[src/rtl/jtag_pkg.sv]
// Shared constants and state encoding for the host-side JTAG shift engine.
package jtag_pkg;

    localparam int         NUM_CHAINS = 12;
    localparam logic [3:0] SEL_NONE   = 4'hF;
    localparam logic       TMS_IDLE   = 1'b1;
    localparam logic       TDI_IDLE   = 1'b0;

    typedef enum logic [1:0] {
        IDLE,
        LOW,
        HIGH,
        RESP
    } state_t;

endpackage

[src/rtl/jtag_tck_gen.sv]
// TCK half-period generator: down-counter reloaded from the latched divider,
// emitting rise/fall strobes on the cycle each half-period expires.
module jtag_tck_gen #(
    parameter int DIV_W = 8
) (
    input  logic             clk,
    input  logic             rst_n,
    input  logic             load,
    input  logic             en,
    input  logic [DIV_W-1:0] div,
    output logic             rise,
    output logic             fall,
    output logic             tck
);

    logic [DIV_W-1:0] div_q;
    logic [DIV_W-1:0] cnt;
    logic             expire;

    assign expire = en && (cnt == '0);
    assign rise   = expire && !tck;
    assign fall   = expire && tck;

    always_ff @(posedge clk or negedge rst_n) begin
        if (!rst_n) begin
            cnt <= '0;
            tck <= 1'b0;
        end else if (load) begin
            cnt <= div;
            tck <= 1'b0;
        end else if (expire) begin
            cnt <= div_q;
            tck <= ~tck;
        end else if (en) begin
            cnt <= cnt - 1'b1;
        end
    end

    always_ff @(posedge clk) begin
        if (load) begin
            div_q <= div;
        end
    end

endmodule

[src/rtl/jtag_shift_master.sv]
// Host-side JTAG engine: shifts one TMS/TDI command LSB-first on a virtual TCK
// and returns the TDO captured at each rising edge through a valid/ready response.
module jtag_shift_master #(
    parameter int MAX_BITS = 32,
    parameter int LEN_W    = 5,
    parameter int DIV_W    = 8
) (
    input  logic                CLK,
    input  logic                RST_N,
    input  logic                CMD_VALID,
    output logic                CMD_READY,
    input  logic [MAX_BITS-1:0] CMD_TMS,
    input  logic [MAX_BITS-1:0] CMD_TDI,
    input  logic [LEN_W-1:0]    CMD_LEN_M1,
    input  logic [3:0]          CMD_SEL,
    input  logic [DIV_W-1:0]    CMD_DIV,
    output logic                RSP_VALID,
    input  logic                RSP_READY,
    output logic [MAX_BITS-1:0] RSP_TDO,
    output logic                BUSY,
    output logic [3:0]          JTAG_SEL,
    output logic                V_TCK,
    output logic                V_TMS,
    output logic                V_TDI,
    input  logic                V_TDO
);

    import jtag_pkg::*;

    state_t              state;
    state_t              state_n;
    logic                accept;
    logic                rsp_done;
    logic                shifting;
    logic                last_bit;
    logic                rise;
    logic                fall;
    logic [LEN_W-1:0]    bit_cnt;
    logic [LEN_W-1:0]    len_q;
    logic [MAX_BITS-1:0] tms_sr;
    logic [MAX_BITS-1:0] tdi_sr;

    assign accept   = CMD_VALID && CMD_READY;
    assign rsp_done = RSP_VALID && RSP_READY;
    assign shifting = (state == LOW) || (state == HIGH);
    assign last_bit = (bit_cnt == len_q);

    jtag_tck_gen #(
        .DIV_W (DIV_W)
    ) u_tck_gen (
        .clk   (CLK),
        .rst_n (RST_N),
        .load  (accept),
        .en    (shifting),
        .div   (CMD_DIV),
        .rise  (rise),
        .fall  (fall),
        .tck   (V_TCK)
    );

    always_ff @(posedge CLK or negedge RST_N) begin
        if (!RST_N) begin
            state <= IDLE;
        end else begin
            state <= state_n;
        end
    end

    always_comb begin
        state_n = state;
        unique case (state)
            IDLE:    if (accept)   state_n = LOW;
            LOW:     if (rise)     state_n = HIGH;
            HIGH:    if (fall)     state_n = last_bit ? RESP : LOW;
            RESP:    if (rsp_done) state_n = IDLE;
            default:               state_n = IDLE;
        endcase
    end

    // Handshake flags, pin drivers, bit counter and captured TDO.
    always_ff @(posedge CLK or negedge RST_N) begin
        if (!RST_N) begin
            CMD_READY <= 1'b1;
            BUSY      <= 1'b0;
            RSP_VALID <= 1'b0;
            RSP_TDO   <= '0;
            JTAG_SEL  <= SEL_NONE;
            V_TMS     <= TMS_IDLE;
            V_TDI     <= TDI_IDLE;
            bit_cnt   <= '0;
        end else begin
            if (accept) begin
                CMD_READY <= 1'b0;
                BUSY      <= 1'b1;
                RSP_TDO   <= '0;
                JTAG_SEL  <= CMD_SEL;
                V_TMS     <= CMD_TMS[0];
                V_TDI     <= CMD_TDI[0];
                bit_cnt   <= '0;
            end
            if (rise) begin
                RSP_TDO[bit_cnt] <= V_TDO;
            end
            if (fall) begin
                if (last_bit) begin
                    RSP_VALID <= 1'b1;
                end else begin
                    bit_cnt <= bit_cnt + 1'b1;
                    V_TMS   <= tms_sr[0];
                    V_TDI   <= tdi_sr[0];
                end
            end
            if (rsp_done) begin
                RSP_VALID <= 1'b0;
                BUSY      <= 1'b0;
                CMD_READY <= 1'b1;
            end
        end
    end

    // Bit 0 goes straight to the pins on accept, so the shifters hold bits 1..N-1.
    always_ff @(posedge CLK) begin
        if (accept) begin
            len_q  <= CMD_LEN_M1;
            tms_sr <= CMD_TMS >> 1;
            tdi_sr <= CMD_TDI >> 1;
        end else if (fall && !last_bit) begin
            tms_sr <= tms_sr >> 1;
            tdi_sr <= tdi_sr >> 1;
        end
    end

endmodule

[config.mk]
export PLATFORM = sky130hd
export DESIGN_NAME = jtag_shift_master
export DESIGN_NICKNAME = d
export VERILOG_FILES = /design/src/rtl/jtag_pkg.sv /design/src/rtl/jtag_tck_gen.sv /design/src/rtl/jtag_shift_master.sv
export SDC_FILE = /design/constraint.sdc
export NUM_CORES = 1
export LEC_CHECK = 0
export ABC_CLOCK_PERIOD_IN_PS = 3800
export CAP_MARGIN = 20
export CORE_MARGIN = 5
export CORE_UTILIZATION = 48
export CTS_BUF_LIST = sky130_fd_sc_hd__clkbuf_8
export DETAILED_ROUTE_END_ITERATION = 12
export GPL_TIMING_DRIVEN = 1
export PLACE_DENSITY = 0.86
export SLEW_MARGIN = 20
export SYNTH_ARGS = -nofsm -noshare
export SYNTH_HDL_FRONTEND = slang
export SYNTH_SLANG_ARGS = --single-unit
[constraint.sdc]
create_clock -name CLK -period 3.8 [get_ports CLK]
set_input_delay 0.38 -clock CLK [delete_from_list [all_inputs] [get_ports CLK]]
set_output_delay 0.38 -clock CLK [all_outputs]
set_load 0.005 [all_outputs]
### After elaboration in Yosys (flattened, before gate mapping)

Cells that the tools add are included.

| word-level totals | value |
|---|---|
| register bits after elaboration | 132 |
| logic and storage cells | 84 |
| output and inout port bits | 42 |

| operators by class | value |
|---|---|
| bitwise logic cells | 1 |
| $add $sub $neg | 2 |
| mux-type cells | 36 |
| reductions and logical operators | 20 |
| equality and inequality tests | 8 |
| $lt $le $gt $ge | 2 |

Operators with widths:

| cell | count |
|---|---|
| two-way mux 31 bit | 4 |
| two-way mux 32 bit | 2 |
| bitwise mux 32 bit | 1 |
| two-way mux 8 bit | 3 |
| two-way mux 1 bit | 16 |
| two-way mux 5 bit | 3 |
| two-way mux 2 bit | 5 |
| nonzero test 2 bit | 5 |
| logical NOT 8 bit | 1 |
| inequality test 2 bit, second input constant | 4 |
| one-hot mux 2 bit (4 select lines) | 1 |
| subtractor 8 x 1 -> 8 bit, second input constant | 1 |
| logical AND 1 bit | 7 |
| < comparator 5 x 6 -> 1 bit, second input constant | 1 |
| adder 5 x 1 -> 5 bit, second input constant | 1 |
| demux 1 bit (select 5 bit) | 1 |
| equality test 5 bit | 1 |
| greater-or-equal comparator 5 x 1 -> 1 bit, second input constant | 1 |
| equality test 2 bit, second input constant | 2 |
| AND reduction 4 bit | 1 |
| nonzero test 3 bit | 1 |
| equality test 2 x 1 -> 1 bit, second input constant | 1 |
| logical NOT 1 bit | 2 |
| logical NOT 2 bit | 1 |
| 3 further kinds | 3 |

### Logic depth before layout (Yosys ltp)

| logic depth | value |
|---|---|
| depth after elaboration | 7 |
| gate-level depth with buffers | 9 |

### By module

A second synthesis with hierarchy kept.

| unflattened totals | value |
|---|---|
| cells, all modules | 616 |
| area, all modules | 6143.4 µm² |

By module, submodules not included:

| module | cells each | times used | area an instance (µm²) |
|---|---|---|---|
| jtag_shift_master | 530 | 1 | 5265.0 |
| jtag_tck_gen | 86 | 1 | 878.3 |

### Worst setup path after synthesis

No wires, ideal clock.

| timing | value |
|---|---|
| path type | register -> register |
| start | reg state[0] |
| end | reg tdi_sr[0], enable pin |
| setup slack | 155 ps |
| setup time | 416 ps |
| arrival time | 3229 ps |
| required time | 3384 ps |
| stages on the path, launching flop included | 9 |
| path through | dfrtp_1 -> inv_1 -> ha_1 -> clkbuf_1 -> nand2_1 -> or4_4 -> a31o_4 -> and2_4 -> inv_1 |

| between the ends | value |
|---|---|
| word-level cells in the longest chain between the ends | 6 |
| elaborated cells on any way between the ends | 7 |
| those cells by class | eq/ne (2); reduce/logical (5) |

RTL lines:

| element | RTL line | source |
|---|---|---|
| from (decl) | jtag_shift_master.sv:30 | `state_t state;` |
| from (signal assigned) | jtag_shift_master.sv:65 | `state <= state_n;` |
| equality test 2 x 1 -> 1 bit or equality test 2 bit (tied branches) | jtag_shift_master.sv:45 | `assign shifting = (state == LOW) \|\| (state == HIGH);` |
| logical OR 1 bit * | jtag_shift_master.sv:45 |  |
| logical AND 1 bit * | jtag_tck_gen.sv:20 | `assign expire = en && (cnt == '0);` |
| logical AND 1 bit * | jtag_tck_gen.sv:22 | `assign fall = expire && tck;` |
| logical AND 1 bit * | jtag_shift_master.sv:127 | `end else if (fall && !last_bit) begin` |
| nonzero test 2 bit (no line) * | n/a |  |
| to (signal assigned) | jtag_shift_master.sv:126 | `tdi_sr <= CMD_TDI >> 1;` |
| to (signal assigned) | jtag_shift_master.sv:129 | `tdi_sr <= tdi_sr >> 1;` |
| to (decl) | jtag_shift_master.sv:41 | `logic [MAX_BITS-1:0] tdi_sr;` |

Mark *: on every way between the ends. The rest lies on a longest branch, timed or not.
A chain may end at the register's enable or synchronous reset.

### Worst setup path in the final report

| timing | value |
|---|---|
| start | reg state[0] |
| end | reg tms_sr[10], enable pin |

| between the ends | value |
|---|---|
| word-level cells in the longest chain between the ends | 6 |
| elaborated cells on any way between the ends | 7 |
| those cells by class | eq/ne (2); reduce/logical (5) |

RTL lines:

| element | RTL line | source |
|---|---|---|
| equality test 2 x 1 -> 1 bit or equality test 2 bit (tied branches) | jtag_shift_master.sv:45 |  |
| logical OR 1 bit * | jtag_shift_master.sv:45 |  |
| logical AND 1 bit * | jtag_tck_gen.sv:20 |  |
| logical AND 1 bit * | jtag_tck_gen.sv:22 |  |
| logical AND 1 bit * | jtag_shift_master.sv:127 |  |
| nonzero test 2 bit (no line) * | n/a |  |
| to (signal assigned) | jtag_shift_master.sv:125 | `tms_sr <= CMD_TMS >> 1;` |
| to (signal assigned) | jtag_shift_master.sv:128 | `tms_sr <= tms_sr >> 1;` |
| to (decl) | jtag_shift_master.sv:40 | `logic [MAX_BITS-1:0] tms_sr;` |

Marked as above.

==> out/qor.csv <==
metric,value,unit
antenna_found_initial,0,
wl_per_cell,15.5,um
yosys-top-cells-area,"edfxtp_1, dfrtp_1, nand2_1, a31o_2, a21oi_1",
multi_input_area,0.00216,mm^2
crit_chain,"inv_1, ha_1, nand2_1, or4_4, a31o_4, and2_4, inv_2, buf_12",
ys_types,45,
peakVddDrop,0.000213,V
rows,41,
nets,807,
synth_area,0.00606,mm^2
nFillCells,1023,
setup_viol,0,
regArea,0.00369,mm^2
yosys.area.top_type_share,0.371,
start_util,0.484,
core_area,0.0125,mm^2
synth_seq_area_share,0.608,
pwr-share-comb,0.159,
switching_share,0.254,
cts_root_buf,clkbuf_8,
use_met2,0.306,
slew_viol_final,0,
fin_cells,896,
grt_use_met3,0.0608,
maxCapViolations,0,
worst-endpoint-required,3920,ps
hold_buffers,0,
via_per_inst,5.27,
diodes,0,
clkSinkCount,132,
p_int,2.58,mW
ant_nets,0,
grt_pass1_wl,22800,um
busiest_layer,met2,
hold_class,primary input to async pin,
drcViolationCount,0,
clock_latency,440,ps
grt_pass1_vias,4769,
clk_path_buf_depth,2,
async_flop_share,0.432,
layout_commonest_cell,nand2_1,
io_buffer_count,127,
grt_max_degree,81,
slowest_delay,520,ps
dpl.hpwl,9580,um
ctsResizeCount,0,
synthFlopType,edfxtp_1,
postCtsSetupRepairBufs,0,
critPathCaptureType,register,
crit_buf_inv,3,
finalCritPeriodShare,0.821,
synth_edf_count,75,
first_pass_iters,5,
dieArea,0.0150,mm^2
vias,4723,
status,"complete, no violations",
p_leak,3.31,nW
htreeDepth,4,
hold_viol,0,
p_switching,0.881,mW
fin_skew,11.3,ps
synthToLayoutAreaGrowth,29.2,%
placed_area,0.00743,mm^2
cts_tree,yes,
tightest_slew,878,ps
pin_count,128,
cts_buffers,17,
yosys.area.top_type,edfxtp_1,
die_y,122,um
path_clk_slew,80,ps
syn-num-nets,695,
p_per_area,442,mW/mm^2
rsz0062_at_grt,no,
yosysWarnings,0,
finalCriticalPeriod,3120,ps
met1_usage,0.255,
p_clk_frac,0.355,
die_w,122,um
post-place-cells,864,
layout-drive-gt1-share,0.113,
max_freq,320,MHz
track_usage,0.194,
place_congestion,0.790,
worstSetupStartpointType,register,
avgSynthCellArea,10.1,um^2
final_area,0.00783,mm^2
syn-instance-count,599,
final_cell_mix,"nand2_1, clkdlybuf4s50_1, edfxtp_1",
critical_path_arrival,3250,ps
crit_type,register to register,
drt_wl_total,13900,um
ys_ff_latch,132,
final.setup.tns,0,ps
grt-ovfl-total,0,
crit_family,simple AND/OR/NAND/NOR gates,
drt-initial-drc-count,484,
share_seq_of_total_power,0.486,
slowest_stage,or4_4,
worst-path-max-fanout,44,
relSlewSlack,0.414,
[cell usage after synthesis, types with 4 or more instances]
| cell type | n |
|---|---|
| mux2i_1 | 5 |
| buf_4 | 5 |
| nand2_1 | 236 |
| buf_2 | 7 |
| xnor2_1 | 4 |
| buf_1 | 4 |
| nor3b_1 | 8 |
| a21oi_1 | 38 |
| and2_1 | 5 |
| a31o_2 | 32 |
| clkbuf_1 | 24 |
| inv_1 | 11 |
| ha_1 | 10 |
| nor2_1 | 17 |
| nor3_1 | 7 |
| dfrtp_1 | 51 |
| edfxtp_1 | 75 |
| o21ai_0 | 9 |
| xor2_1 | 4 |
| nand3_1 | 6 |
| dfstp_2 | 6 |
[through the flow]
| step | hold slack (ps) | utilization | worst slack (ps) | power, mW |
|---|---|---|---|---|
| 2_1_floorplan | 84.4 | - | 155 | 2.02 |
| 3_3_place_gp | 446 | 0.594 | 844 | 2.21 |
| 3_5_place_dp | 455 | 0.594 | 691 | 2.26 |
| 4_1_cts | 39.5 | 0.626 | 683 | 3.49 |
| 5_1_grt | 74.7 | 0.626 | 439 | 3.63 |
| 6_report | 51.5 | 0.626 | 679 | 3.46 |
[kinds of logic (layout without fill, tap and decap cells)]
logic type / Yosys count / in the layout / synth area share
flops: 132 / 132 / 0.608
simple gates: 297 / 297 / 0.206
buf+inv: 52 / 177 / 0.0367
compound gates: 95 / 95 / 0.109
mux: 5 / 5 / 0.00825
fa+ha+maj: 10 / 10 / 0.0206
xor+xnor: 8 / 8 / 0.0116
[power groups by stage]
stage	Sequential, mW	Combinational, mW	Clock, mW
detailed placement	1.71	0.547	0
finish	1.68	0.551	1.23
CTS	1.68	0.554	1.25
global route	1.69	0.622	1.32
floorplan	1.69	0.330	0
global placement	1.70	0.515	0
[metal layers]
| layer | wire (um) | up-vias |
|---|---|---|
| met5 | 0 | - |
| met4 | 248 | 0 |
| met3 | 856 | 25 |
| met2 | 6860 | 183 |
| met1 | 5960 | 2248 |
| li1 | - | 2267 |
[worst paths after layout]
check / from / to / slack (ps) / depth (start not counted)
worst max-delay path: state[0]$_DFFE_PN0P_ / tms_sr[10]$_DFFE_PP_ / 680 / 8
worst min-delay path: RST_N / u_tck_gen.cnt[4]$_DFFE_PN0P_ / 50 / 1
worst max register to register: state[0]$_DFFE_PN0P_ / tms_sr[10]$_DFFE_PP_ / 680 / 8
worst min register to register: JTAG_SEL[3]$_DFFE_PN1P_ / JTAG_SEL[3]$_DFFE_PN1P_ / 460 / 2
max in group asynchronous: RST_N / JTAG_SEL[2]$_DFFE_PN1P_ / 2870 / 2
min in group CLK: CMD_SEL[2] / JTAG_SEL[2]$_DFFE_PN1P_ / 430 / 3
[worst register-to-register path: cells and delay by family, from the launching register on]
kind                     cells  cell delay, ps
AO/OA/AOI/OAI                1             290
adder cells (fa/ha/maj)      1             490
buffers and inverters        3             720
flip-flops                   1             430
AND/OR/NAND/NOR              3             850
[sequential cells by signal (all words and copies together), names as in the netlist]
name,cells
RSP_TDO,32
state,2
V_TDI,1
RSP_VALID,1
JTAG_SEL,4
u_tck_gen.tck,1
CMD_READY,1
tdi_sr,31
bit_cnt,5
V_TMS,1
BUSY,1
len_q,5
u_tck_gen.div_q,8
u_tck_gen.cnt,8
tms_sr,31
[cell type report]
cell class	count	area share
flip-flops and latches	132	0.471
multi-input cells	415	0.276
repair buffers	133	0.168
clock buffers	17	0.0299
well taps	172	0.0275
clock inverters	15	0.0220
inverters	12	0.00575
Note: power is estimated with default switching activity, not from simulation.
